**src/rtl/mux_pkg.sv**
```systemverilog
// Shared definitions for the scanning channel multiplexer.
// Mode encoding and the index-width helper used to size channel and dwell counters.
package mux_pkg;

    typedef enum logic {
        MODE_MANUAL = 1'b0,
        MODE_SCAN   = 1'b1
    } mode_e;

    // Ceiling log2, never less than 1, so a counter for a single state still has a bit.
    function automatic int clog2(input int value);
        int w;
        w = 1;
        while ((1 << w) < value) begin
            w = w + 1;
        end
        return w;
    endfunction

endpackage

```
**src/rtl/mux_scan_ctrl.sv**
```systemverilog
// Scan sequencer: dwell counter and scan index, plus a flag that marks the
// first output cycle after the index wrapped from N-1 back to 0.
module mux_scan_ctrl
    import mux_pkg::*;
#(
    parameter int N     = 4,
    parameter int DWELL = 4,
    localparam int SELW = clog2(N)
) (
    input  logic            clk,
    input  logic            rst_n,
    input  logic            en,
    input  logic            mode,
    output logic [SELW-1:0] scan_idx,
    output logic            wrap_nxt
);

    localparam int DWW = clog2(DWELL);

    logic [SELW-1:0] idx_q, idx_d;
    logic [DWW-1:0]  dwell_q, dwell_d;
    logic            wrapped_q, wrapped_d;

    always_comb begin
        idx_d     = idx_q;
        dwell_d   = dwell_q;
        wrapped_d = wrapped_q;
        if (en) begin
            wrapped_d = 1'b0;
            if (mode_e'(mode) == MODE_MANUAL) begin
                idx_d   = '0;
                dwell_d = '0;
            end else if (dwell_q == DWW'(DWELL - 1)) begin
                dwell_d = '0;
                // Wrap at N-1, not at the top of the index range.
                if (idx_q == SELW'(N - 1)) begin
                    idx_d     = '0;
                    wrapped_d = 1'b1;
                end else begin
                    idx_d = idx_q + SELW'(1);
                end
            end else begin
                dwell_d = dwell_q + DWW'(1);
            end
        end
    end

    always_ff @(posedge clk) begin
        if (!rst_n) begin
            idx_q     <= '0;
            dwell_q   <= '0;
            wrapped_q <= 1'b0;
        end else begin
            idx_q     <= idx_d;
            dwell_q   <= dwell_d;
            wrapped_q <= wrapped_d;
        end
    end

    assign scan_idx = idx_q;
    assign wrap_nxt = wrapped_q && (mode_e'(mode) == MODE_SCAN);

endmodule

```
**src/rtl/mux_n_1_scan.sv**
```systemverilog
// Registered N:1 multiplexer with manual channel select or automatic scan.
// Out-of-range manual indices are reported on ch with y_valid low and y zeroed.
module mux_n_1_scan
    import mux_pkg::*;
#(
    parameter int N     = 4,
    parameter int WIDTH = 1,
    parameter int DWELL = 4,
    localparam int SELW = clog2(N)
) (
    input  logic               clk,
    input  logic               rst_n,
    input  logic [N*WIDTH-1:0] din,
    input  logic [SELW-1:0]    sel,
    input  logic               mode,
    input  logic               en,
    output logic [WIDTH-1:0]   y,
    output logic               y_valid,
    output logic [SELW-1:0]    ch,
    output logic               wrap
);

    logic [SELW-1:0]  scan_idx;
    logic             wrap_nxt;
    logic [SELW-1:0]  eff_idx;
    logic             in_range;
    logic [WIDTH-1:0] sel_data;

    logic [WIDTH-1:0] y_q, y_d;
    logic             valid_q, valid_d;
    logic [SELW-1:0]  ch_q, ch_d;
    logic             wrap_q, wrap_d;

    mux_scan_ctrl #(
        .N     (N),
        .DWELL (DWELL)
    ) u_scan_ctrl (
        .clk      (clk),
        .rst_n    (rst_n),
        .en       (en),
        .mode     (mode),
        .scan_idx (scan_idx),
        .wrap_nxt (wrap_nxt)
    );

    always_comb begin
        eff_idx  = (mode_e'(mode) == MODE_SCAN) ? scan_idx : sel;
        in_range = ({1'b0, eff_idx} < (SELW + 1)'(N));
        sel_data = '0;
        for (int k = 0; k < N; k++) begin
            if (eff_idx == SELW'(k)) begin
                sel_data = din[k*WIDTH +: WIDTH];
            end
        end
    end

    always_comb begin
        y_d     = y_q;
        valid_d = valid_q;
        ch_d    = ch_q;
        wrap_d  = 1'b0;
        if (en) begin
            y_d     = in_range ? sel_data : '0;
            valid_d = in_range;
            ch_d    = eff_idx;
            wrap_d  = wrap_nxt;
        end
    end

    always_ff @(posedge clk) begin
        if (!rst_n) begin
            y_q     <= '0;
            valid_q <= 1'b0;
            ch_q    <= '0;
            wrap_q  <= 1'b0;
        end else begin
            y_q     <= y_d;
            valid_q <= valid_d;
            ch_q    <= ch_d;
            wrap_q  <= wrap_d;
        end
    end

    assign y       = y_q;
    assign y_valid = valid_q;
    assign ch      = ch_q;
    assign wrap    = wrap_q;

endmodule

```
**config.mk**
```make
export PLATFORM = sky130hd
export DESIGN_NAME = mux_n_1_scan
export DESIGN_NICKNAME = d
export VERILOG_FILES = /design/src/rtl/mux_pkg.sv /design/src/rtl/mux_scan_ctrl.sv /design/src/rtl/mux_n_1_scan.sv
export SDC_FILE = /design/constraint.sdc
export NUM_CORES = 1
export LEC_CHECK = 0
export CAP_MARGIN = 20
export CORE_UTILIZATION = 30
export CTS_BUF_LIST = sky130_fd_sc_hd__clkbuf_2 sky130_fd_sc_hd__clkbuf_4 sky130_fd_sc_hd__clkbuf_8
export CTS_CLUSTER_DIAMETER = 120
export CTS_CLUSTER_SIZE = 28
export DETAILED_ROUTE_END_ITERATION = 6
export DONT_BUFFER_PORTS = 1
export PLACE_DENSITY = 0.5
export SLEW_MARGIN = 20
export SYNTH_ARGS = -nofsm -noshare
export SYNTH_HDL_FRONTEND = slang
export SYNTH_SLANG_ARGS = --single-unit
```
**constraint.sdc**
```tcl
create_clock -name clk -period 1.24 [get_ports clk]
set_clock_uncertainty 0.05 [all_clocks]
set_input_delay 0.062 -clock clk [delete_from_list [all_inputs] [get_ports clk]]
set_output_delay 0.062 -clock clk [all_outputs]
set_load 0.1 [all_outputs]
```
==> results of run 1 <==
kinds of logic (layout without fill, tap and decap cells):
kind of cell	Yosys count	count (layout)
mux	1	1
buf+inv	4	13
simple gates	19	19
compound gates	17	17
fa+ha+maj	2	2
flops	10	10
cells in the mapped netlist:
cell	instances	area (um2)
nand3_1	2	10.0
buf_2	1	5.00
and4_1	1	8.76
dfxtp_1	10	200
a21oi_2	1	8.76
nand4_1	2	12.5
o22ai_1	1	6.26
a21boi_1	4	30.0
buf_1	1	3.75
a32oi_1	1	8.76
a211oi_2	1	12.5
ha_1	2	25.0
inv_1	1	3.75
o211a_1	2	20.0
nor2_1	1	3.75
a21oi_1	4	20.0
and2_1	1	6.26
nand3b_1	1	7.51
o21ai_0	2	10.0
mux2i_1	1	10.0
nand2_1	3	11.3
o21a_1	1	7.51
nand2b_1	5	31.3
buf_4	1	7.51
nor2b_1	3	18.8
final cells by class:
| type | count | area, um2 | share of cell area (%) |
|---|---|---|---|
| Multi-Input combinational cell | 39 | 269 | 44.7 |
| Sequential cell | 10 | 205 | 34.1 |
| Timing Repair Buffer | 8 | 67.6 | 11.2 |
| Clock buffer | 4 | 36.3 | 6.03 |
| Tap cell | 16 | 20.0 | 3.33 |
| Inverter | 1 | 3.75 | 0.624 |
worst register-to-register path, cell delays in order, from the launching register on:
cell and delay (ns):
dfxtp_2 0.35, nand2b_1 0.14, a32oi_1 0.24, o22ai_1 0.12, a21oi_1 0.14
worst min-delay path by stage:
stage                                   end  depth (start not counted)  slack (ns)
finish              u_scan_ctrl.scan_idx[1]                          3        0.02
global route        u_scan_ctrl.scan_idx[1]                          3        0.03
CTS                 u_scan_ctrl.scan_idx[1]                          3       0.008
detailed placement                        y                          1        0.11
global placement                          y                          1         0.1
floorplan             u_scan_ctrl.wrapped_q                          2        0.17
repair_timing:
item	4_1_cts	5_1_grt
endpoints found under the hold margin	10	0
gates resized for setup	0	1
setup endpoints to repair	0	1
hold buffers	3	0
sequential cells by signal, indices dropped and copies added, names as in the netlist:
name,cells
ch,2
u_scan_ctrl.scan_idx,2
y_valid,1
y,1
u_scan_ctrl.wrapped_q,1
wrap,1
u_scan_ctrl.dwell_q,2
metrics by stage:
step                hold WS [ns]  cell area [um2]  util (%)
floorplan                  0.165              493         -
global placement          0.0983              534      35.5
detailed placement         0.106              534      35.5
CTS                      0.00795              601      39.9
global route              0.0263              602      40.0
finish                    0.0197              602      40.0
power by group:
group          total, W  switching, W  internal (W)  leakage (nW)
sequential     0.000340    0.00000604      0.000334        0.0832
combinational  0.000136     0.0000948     0.0000411         0.153
clock          0.000290      0.000112      0.000178        0.0210
total          0.000766      0.000213      0.000553         0.258
metal layers:
layer  up-vias  wire length [um]
li1        209                 -
met1       185               455
met2         9               458
met3         0                31
met4         0                 0
met5         -                 0
==> impl_metrics.csv, run 1 <==
group,metric,value,unit
outcome,status,"finished, final reports clean",
timing,max_freq,899,MHz
final_layout,area_delta_synth_final,23.0,%
setup_path,cp-start-kind,"flop",
power_and_ir_drop,total_power,0.000766,W
global_route,track_usage,12.0,%
floorplanning,dieArea,1800,um2
synthesis,yosys_warnings,0,
floorplanning,start_util,32.5,%
synthesis,syn_area,489,um2
final_layout,fillers,158,
final_layout,nets,75,
cts,cts_buffers,3,
power_and_ir_drop,ir_drop,0.000688,V
synthesis,synth.area.mux_share,2.05,%
cts,clockRootBuffer,"clkbuf_4",
timing,hold_viol,0,
cts,worstSkewPairLatency,0.26,ns
route,num_vias,403,
synthesis,synth.avg_cell_area,9.23,um2
final_layout,stdcell_count,78,
global_route,grt.busiest_layer,"met2",
setup_path,r2r_cells,4,
setup_path,cp.arrival,1.25,ns
synthesis,netlist_instances,53,
power_and_ir_drop,p_per_area,1270,nW/um2
placed_design,numPortBuffers,0,
global_route,met3_usage,3.88,%
setup_path,path_depth,4,
route,drtAntennaViolNets,0,
floorplanning,die_h,42.4,um
synthesis,synth_compound_area_share,25.3,%
setup_path,crit_chain,"nand2b_1 > a32oi_1 > o22ai_1 > a21oi_1",
timing,tightest_slew,0.454,ns
route,dr.pass1.iters,4,
placed_design,place_inst,71,
synthesis,synth.distinct_cells,25,
power_and_ir_drop,p_leak,0.258,nW
timing,setup_viol,0,
floorplanning,fp-row-count,14,
setup_path,rrSetupSlack,0.13,ns
worst_hold_path,hp-start,"en",
setup_path,cp.required,1.38,ns
synthesis,synth-simple-area-share,22.5,%
setup_path,r2r_end,"y",
setup_path,max_stage_delay,0.35,ns
timing,setup_ws,0.128,ns
setup_path,critPathLaunch,"u_scan_ctrl.scan_idx[0]",
route,drt_iter0_drc,11,
setup_path,crit_path_max_fanout,6,
setup_path,end_kind,"flop",
timing,period_share,89.7,%
global_route,grt_pass1_vias,365,
worst_hold_path,hold_class,"input port to flop",
run,max_cap_viol_count,0,
timing,fin_crit,1.11,ns
final_layout,final_cell_mix,"6 x dfxtp_1, 5 x nand2b_1, 5 x buf_4",
setup_path,cp_top_family,"compound AO/OA/AOI/OAI gates",
route,viasPerCell,5.17,
final_layout,drive_gt1_share,24.2,%
synthesis,ys_seq_area_share,40.9,%
setup_path,slowest_stage,"dfxtp_2",
setup_path,r2r-start,"u_scan_ctrl.scan_idx[0]",
setup_path,worstSetupPathType,"flop to flop",
placed_design,place_ws,0.102,ns
synthesis,synth_top_family_by_area,"compound AO/OA/AOI/OAI gates",
floorplanning,die_x,42.4,um
cts,cts_tree,"built",
global_route,use_met2,17.2,%
global_route,antenna_found_initial,0,
placed_design,dp_hpwl,653,um
placed_design,gp_congestion,0.716,
global_route,grt_pass1_wl,1570,um
route,wl_per_cell,12.1,um
synthesis,yosys_register_bits,10,
global_route,gr-total-overflow,0,
cts,clkTransAtPathRegs,0.07,ns
setup_path,cp_num_buf_inv,0,
floorplanning,coreArea,1510,um2
route,drc,0,
timing,finalMaxSlewViolations,0,
cts,clock_sinks,10,
synthesis,yosys.area_share.adder,5.12,%
timing,relSlewSlack,69.6,%
final_layout,final_common_cell,"dfxtp_1",
synthesis,synthXorXnorAreaFrac,0,%
cts,clk_path_buf_depth,2,
route,wl,945,um
cts,post-cts-setup-buffers,0,
timing,setup_tns,0,ns
final_layout,diodes,0,
global_route,grt_use_met1,15.3,%
global_route,grt_max_degree,16,
setup_path,cp-endpoint,"y",
floorplanning,io_pins,15,
synthesis,syn_nets,65,
timing,rsz0062_at_grt,"no",
cts,h-tree-depth,1,
(Power assumes the default switching activity.)
==> run 2, diff against run 1 <==
--- a/config.mk
+++ b/config.mk
@@ -6,6 +6,7 @@
 export NUM_CORES = 1
 export LEC_CHECK = 0
 export CAP_MARGIN = 20
+export CORE_ASPECT_RATIO = 1.2
 export CORE_UTILIZATION = 30
 export CTS_BUF_LIST = sky130_fd_sc_hd__clkbuf_2 sky130_fd_sc_hd__clkbuf_4 sky130_fd_sc_hd__clkbuf_8
 export CTS_CLUSTER_DIAMETER = 120
==> run 2 against run 1 <==
  * Sequential power about the same
  * Combinational power about the same
  * Final area up 0.83%
  * Non-clock buffer count unchanged
  * Largest power group unchanged
  * Worst setup slack better by 0.035 ns
  * Routed wire length down 2.2%
  * Highest routed layer is now met4
  * Worst hold slack worse by 0.011 ns
  * Clock power about the same
  * Critical path depth unchanged
  * Die area about the same
  * Sequential cell count unchanged
  * Cell count up 1.3%
==> impl_metrics.csv, run 2 (synthesis results as in run 1) <==
group,metric,value,unit
timing,relSlewSlack,69.8,%
final_layout,regArea,205,um2
route,wl_per_cell,11.7,um
placed_design,place_ws,0.125,ns
timing,setup_ws,0.163,ns
floorplanning,start_util,33.0,%
setup_path,rrSetupSlack,0.16,ns
route,highest_layer,"met4",
power_and_ir_drop,seq_power_share,44.6,%
power_and_ir_drop,p_sw_share,27.4,%
global_route,grt_pass1_vias,360,
timing,setup_viol,0,
setup_path,worstSetupPathType,"flop to flop",
timing,period_share,86.8,%
route,drtAntennaViolNets,0,
setup_path,crit_path_max_fanout,4,
cts,worstSkewPairLatency,0.26,ns
timing,tightest_slew,0.451,ns
cts,clock_sinks,10,
worst_hold_path,min_to,"u_scan_ctrl.scan_idx[1]",
timing,rsz0062_at_grt,"no",
timing,max_freq,929,MHz
global_route,grt_pass1_wl,1520,um
setup_path,cp-start-kind,"flop",
final_layout,diodes,0,
setup_path,r2r_end,"u_scan_ctrl.scan_idx[1]",
power_and_ir_drop,power_frac_clock,37.7,%
global_route,grt_max_degree,16,
floorplanning,fp-row-count,15,
route,route.met2.wl,426,um
floorplanning,dieArea,1800,um2
cts,cts_tree,"built",
placed_design,dp_hpwl,620,um
cts,clk_path_buf_depth,2,
power_and_ir_drop,p_sw,0.000209,W
power_and_ir_drop,internal-power,0.000554,W
setup_path,cp.arrival,1.22,ns
setup_path,r2r_cells,4,
route,wl_met3,49,um
placed_design,gp_congestion,0.627,
timing,finalMaxSlewViolations,0,
final_layout,final_common_cell,"dfxtp_1",
global_route,gr-total-overflow,0,
floorplanning,coreArea,1480,um2
route,num_vias,403,
setup_path,end_kind,"flop",
route,drc,0,
setup_path,r2r-start,"u_scan_ctrl.dwell_q[0]",
route,drt_iter0_drc,3,
timing,hold_viol,0,
final_layout,drive_gt1_share,25.8,%
run,max_cap_viol_count,0,
floorplanning,io_pins,15,
timing,fin_crit,1.08,ns
final_layout,nets,75,
power_and_ir_drop,comb_power_share,17.8,%
route,viasPerCell,5.10,
final_layout,multi_input_area,273,um2
route,wl,924,um
route,dr.pass1.iters,4,
setup_path,critPathLaunch,"u_scan_ctrl.dwell_q[0]",
cts,clkTransAtPathRegs,0.07,ns
route,met1_length,436,um
power_and_ir_drop,ir_drop,0.000576,V
cts,post-cts-setup-buffers,0,
power_and_ir_drop,p_leak,0.256,nW
global_route,antenna_found_initial,0,
cts,clockRootBuffer,"clkbuf_4",
setup_path,cp.required,1.38,ns
floorplanning,die_h,46.2,um
floorplanning,die_x,38.9,um
cts,cts_buffers,3,
final_layout,final_cell_mix,"6 x dfxtp_1, 5 x nand2b_1, 5 x buf_4",
worst_hold_path,hp-start,"en",
power_and_ir_drop,p_per_area,1260,nW/um2
outcome,status,"finished, final reports clean",
placed_design,numPortBuffers,0,
final_layout,fillers,160,
power_and_ir_drop,total_power,0.000763,W
worst_hold_path,hold_class,"input port to flop",
final_layout,area_delta_synth_final,24.0,%
global_route,track_usage,12.7,%
cts,h-tree-depth,1,
worst_hold_path,min_delay_path_depth,3,
timing,setup_tns,0,ns
[run 2: cell counts in the layout (fill, tap and decap cells not counted)]
Identical to the previous run, type by type.
[run 2: power groups by stage]
stage                     Clock (W)  Combinational [W]  Sequential (W)
after detailed placement          0           0.000116        0.000348
after CTS                  0.000299           0.000136        0.000340
final                      0.000287           0.000136        0.000340
after global routing       0.000319           0.000145        0.000342
after global placement            0           0.000117        0.000347
after floorplan                   0          0.0000465        0.000412
[run 2: worst max-delay path by stage]
stage	end	depth (start not counted)
global route	y	4
CTS	y	4
detailed placement	y	4
global placement	y	4
finish	u_scan_ctrl.scan_idx[1]	4
floorplan	y_valid	1
[run 2: repair_timing]
item                       4_1_cts  5_1_grt
setup endpoints to repair        0        1
hold buffers                     3        0
hold endpoints to repair        10        0
resized for setup                0        2
[run 2: routing by layer]
metal / track usage [%] / vias to the layer above
li1: - / 210
met5: 0 / -
met2: 19.0 / 13
met4: 10.3 / 0
met1: 14.4 / 178
met3: 4.35 / 2
[run 2: critical path: stages, from the launching register on]
cell and delay [ns]:
dfxtp_1 0.32, ha_1 0.23, o21ai_0 0.21, nand2_1 0.08, a21boi_1 0.12
[run 2: cell type report]
type                       instances  share of cell area (%)
inverter                           1                   0.619
multi-input combinational         39                    44.9
clock buffer                       4                    5.98
timing repair buffer               8                    11.1
sequential                        10                    33.8
tap                               17                    3.51
[run 2: metrics by stage]
stage | std cells | util [%] | area [um2] | hold slack [ns]
6_report | 79 | 40.9 | 607 | 0.00828
5_1_grt | 79 | 40.9 | 607 | 0.00207
4_1_cts | 79 | 40.6 | 602 | 0.00476
3_5_place_dp | 72 | 36.1 | 536 | 0.0990
3_3_place_gp | 72 | 36.1 | 536 | 0.101
2_1_floorplan | 53 | - | 493 | 0.165
==> run 3, diff against run 2 <==
--- a/config.mk
+++ b/config.mk
@@ -14,6 +14,7 @@
 export DETAILED_ROUTE_END_ITERATION = 6
 export DONT_BUFFER_PORTS = 1
 export PLACE_DENSITY = 0.5
+export RECOVER_POWER = 100
 export SLEW_MARGIN = 20
 export SYNTH_ARGS = -nofsm -noshare
 export SYNTH_HDL_FRONTEND = slang
==> run 3 against run 2 <==
  * Cell count is the same
  * Critical path type is now flop to primary output
  * Worst hold slack better by 0.0028 ns
  * Clock power barely moved
  * Count of clock-buffer cells in the layout unchanged
==> impl_metrics.csv, run 3 (synthesis results as in run 1) <==
group,metric,value,unit
cts,clockRootBuffer,"clkbuf_4",
final_layout,nets,75,
floorplanning,die_h,46.2,um
timing,period_share,91.4,%
worst_hold_path,hp-start,"mode",
placed_design,gp_congestion,0.627,
setup_path,max_stage_delay,0.43,ns
power_and_ir_drop,internal-power,0.000548,W
setup_path,rrSetupSlack,0.13,ns
global_route,antenna_found_initial,0,
route,num_vias,400,
final_layout,final_common_cell,"dfxtp_1",
run,max_cap_viol_count,0,
final_layout,diodes,0,
timing,rsz0062_at_grt,"no",
timing,max_freq,882,MHz
timing,hold_viol,0,
power_and_ir_drop,seq_power_share,44.8,%
floorplanning,io_pins,15,
route,drtAntennaViolNets,0,
timing,setup_viol,0,
outcome,status,"finished, final reports clean",
route,viasPerCell,5.06,
worst_hold_path,hold_class,"input port to flop",
setup_path,cp_top_family,"buffers and inverters",
floorplanning,die_x,38.9,um
timing,finalMaxSlewViolations,0,
cts,clkTransAtPathRegs,0.07,ns
power_and_ir_drop,p_sw,0.000209,W
setup_path,cp.required,1.13,ns
worst_hold_path,min_delay_path_depth,3,
setup_path,slowest_stage,"buf_2",
cts,clock_sinks,10,
global_route,grt_pass1_wl,1520,um
route,wl_per_cell,11.8,um
power_and_ir_drop,p_sw_share,27.6,%
timing,fin_crit,1.13,ns
floorplanning,fp-row-count,15,
final_layout,area_delta_synth_final,21.5,%
worst_hold_path,min_to,"ch[1]",
timing,tightest_slew,0.485,ns
global_route,grt_max_degree,16,
setup_path,worstSetupPathType,"flop to primary output",
setup_path,cp_num_buf_inv,1,
setup_path,r2r-start,"u_scan_ctrl.dwell_q[0]",
power_and_ir_drop,total_power,0.000758,W
placed_design,dp_hpwl,620,um
power_and_ir_drop,ir_drop,0.000565,V
global_route,track_usage,12.7,%
floorplanning,start_util,33.0,%
setup_path,cp-start-kind,"flop",
setup_path,r2r_end,"u_scan_ctrl.scan_idx[1]",
power_and_ir_drop,comb_power_share,17.1,%
final_layout,final_cell_mix,"6 x dfxtp_1, 5 x nand2b_1, 5 x buf_2",
timing,setup_tns,0,ns
cts,cts_tree,"built",
cts,h-tree-depth,1,
setup_path,end_kind,"primary output",
route,wl,931,um
cts,cts_buffers,3,
setup_path,r2r_cells,4,
power_and_ir_drop,p_per_area,1280,nW/um2
route,drc,0,
floorplanning,dieArea,1800,um2
setup_path,cp.arrival,1.02,ns
setup_path,crit_path_max_fanout,2,
setup_path,crit_chain,"buf_2",
power_and_ir_drop,power_frac_clock,38.0,%
cts,clk_path_buf_depth,2,
floorplanning,coreArea,1480,um2
timing,relSlewSlack,67.9,%
power_and_ir_drop,p_leak,0.253,nW
final_layout,fillers,159,
placed_design,numPortBuffers,0,
global_route,gr-total-overflow,0,
route,dr.pass1.iters,4,
global_route,grt_pass1_vias,360,
final_layout,drive_gt1_share,25.8,%
route,drt_iter0_drc,5,
cts,worstSkewPairLatency,0.26,ns
## run 3: cell counts in the layout (fill, tap and decap cells not counted)
Identical to the previous run, type by type.
## run 3: per-layer routing
layer	vias up	share of wire, %	GRT usage, %
met5	-	0	0
met4	0	1.3	10.3
met3	2	5.0	4.35
met2	12	46	19.0
met1	174	48	14.4
li1	212	-	-
## run 3: power groups by stage
stage | combinational, W | sequential (W) | clock, W
after global placement | 0.000117 | 0.000347 | 0
after global routing | 0.000139 | 0.000341 | 0.000319
after floorplan | 0.0000465 | 0.000412 | 0
after detailed placement | 0.000116 | 0.000348 | 0
final | 0.000130 | 0.000340 | 0.000288
after CTS | 0.000136 | 0.000340 | 0.000299
## run 3: how the worst max path moves through the flow
stage | endpoint | slack [ns] | from | cells past startpoint
6_report | y_valid | 0.11 | y_valid | 1
3_5_place_dp | y | 0.13 | u_scan_ctrl.scan_idx[0] | 4
2_1_floorplan | y_valid | 0.03 | y_valid | 1
4_1_cts | y | 0.09 | u_scan_ctrl.scan_idx[0] | 4
5_1_grt | u_scan_ctrl.scan_idx[1] | 0.01 | u_scan_ctrl.dwell_q[0] | 4
3_3_place_gp | y | 0.12 | u_scan_ctrl.scan_idx[0] | 4
## run 3: area by class of cell
cell class              instances  area [um2]  share of cell area [%]
multi-input cells              39         273                    45.9
inverters                       1        3.75                   0.632
clock buffers                   4        36.3                    6.11
well taps                      17        21.3                    3.58
repair buffers                  8        55.1                    9.26
flip-flops and latches         10         205                    34.5
## run 3: what timing repair did
action                                  4_1_cts  5_1_grt
hold buffers                                  3        0
gates resized for setup                       0        2
endpoints found under the setup margin        0        1
hold endpoints to repair                     10        0
buffers inserted                              0        0
## run 3: per-stage QoR
| step | hold slack [ns] | utilization, % | cells | cell area [um2] | setup slack (ns) |
|---|---|---|---|---|---|
| after detailed placement | 0.0990 | 36.1 | 72 | 536 | 0.125 |
| after floorplan | 0.165 | - | 53 | 493 | 0.0300 |
| final | 0.0111 | 40.1 | 79 | 594 | 0.107 |
| after CTS | 0.00476 | 40.6 | 79 | 602 | 0.0907 |
| after global routing | 0.00207 | 40.1 | 79 | 594 | 0.0115 |
| after global placement | 0.101 | 36.1 | 72 | 536 | 0.120 |
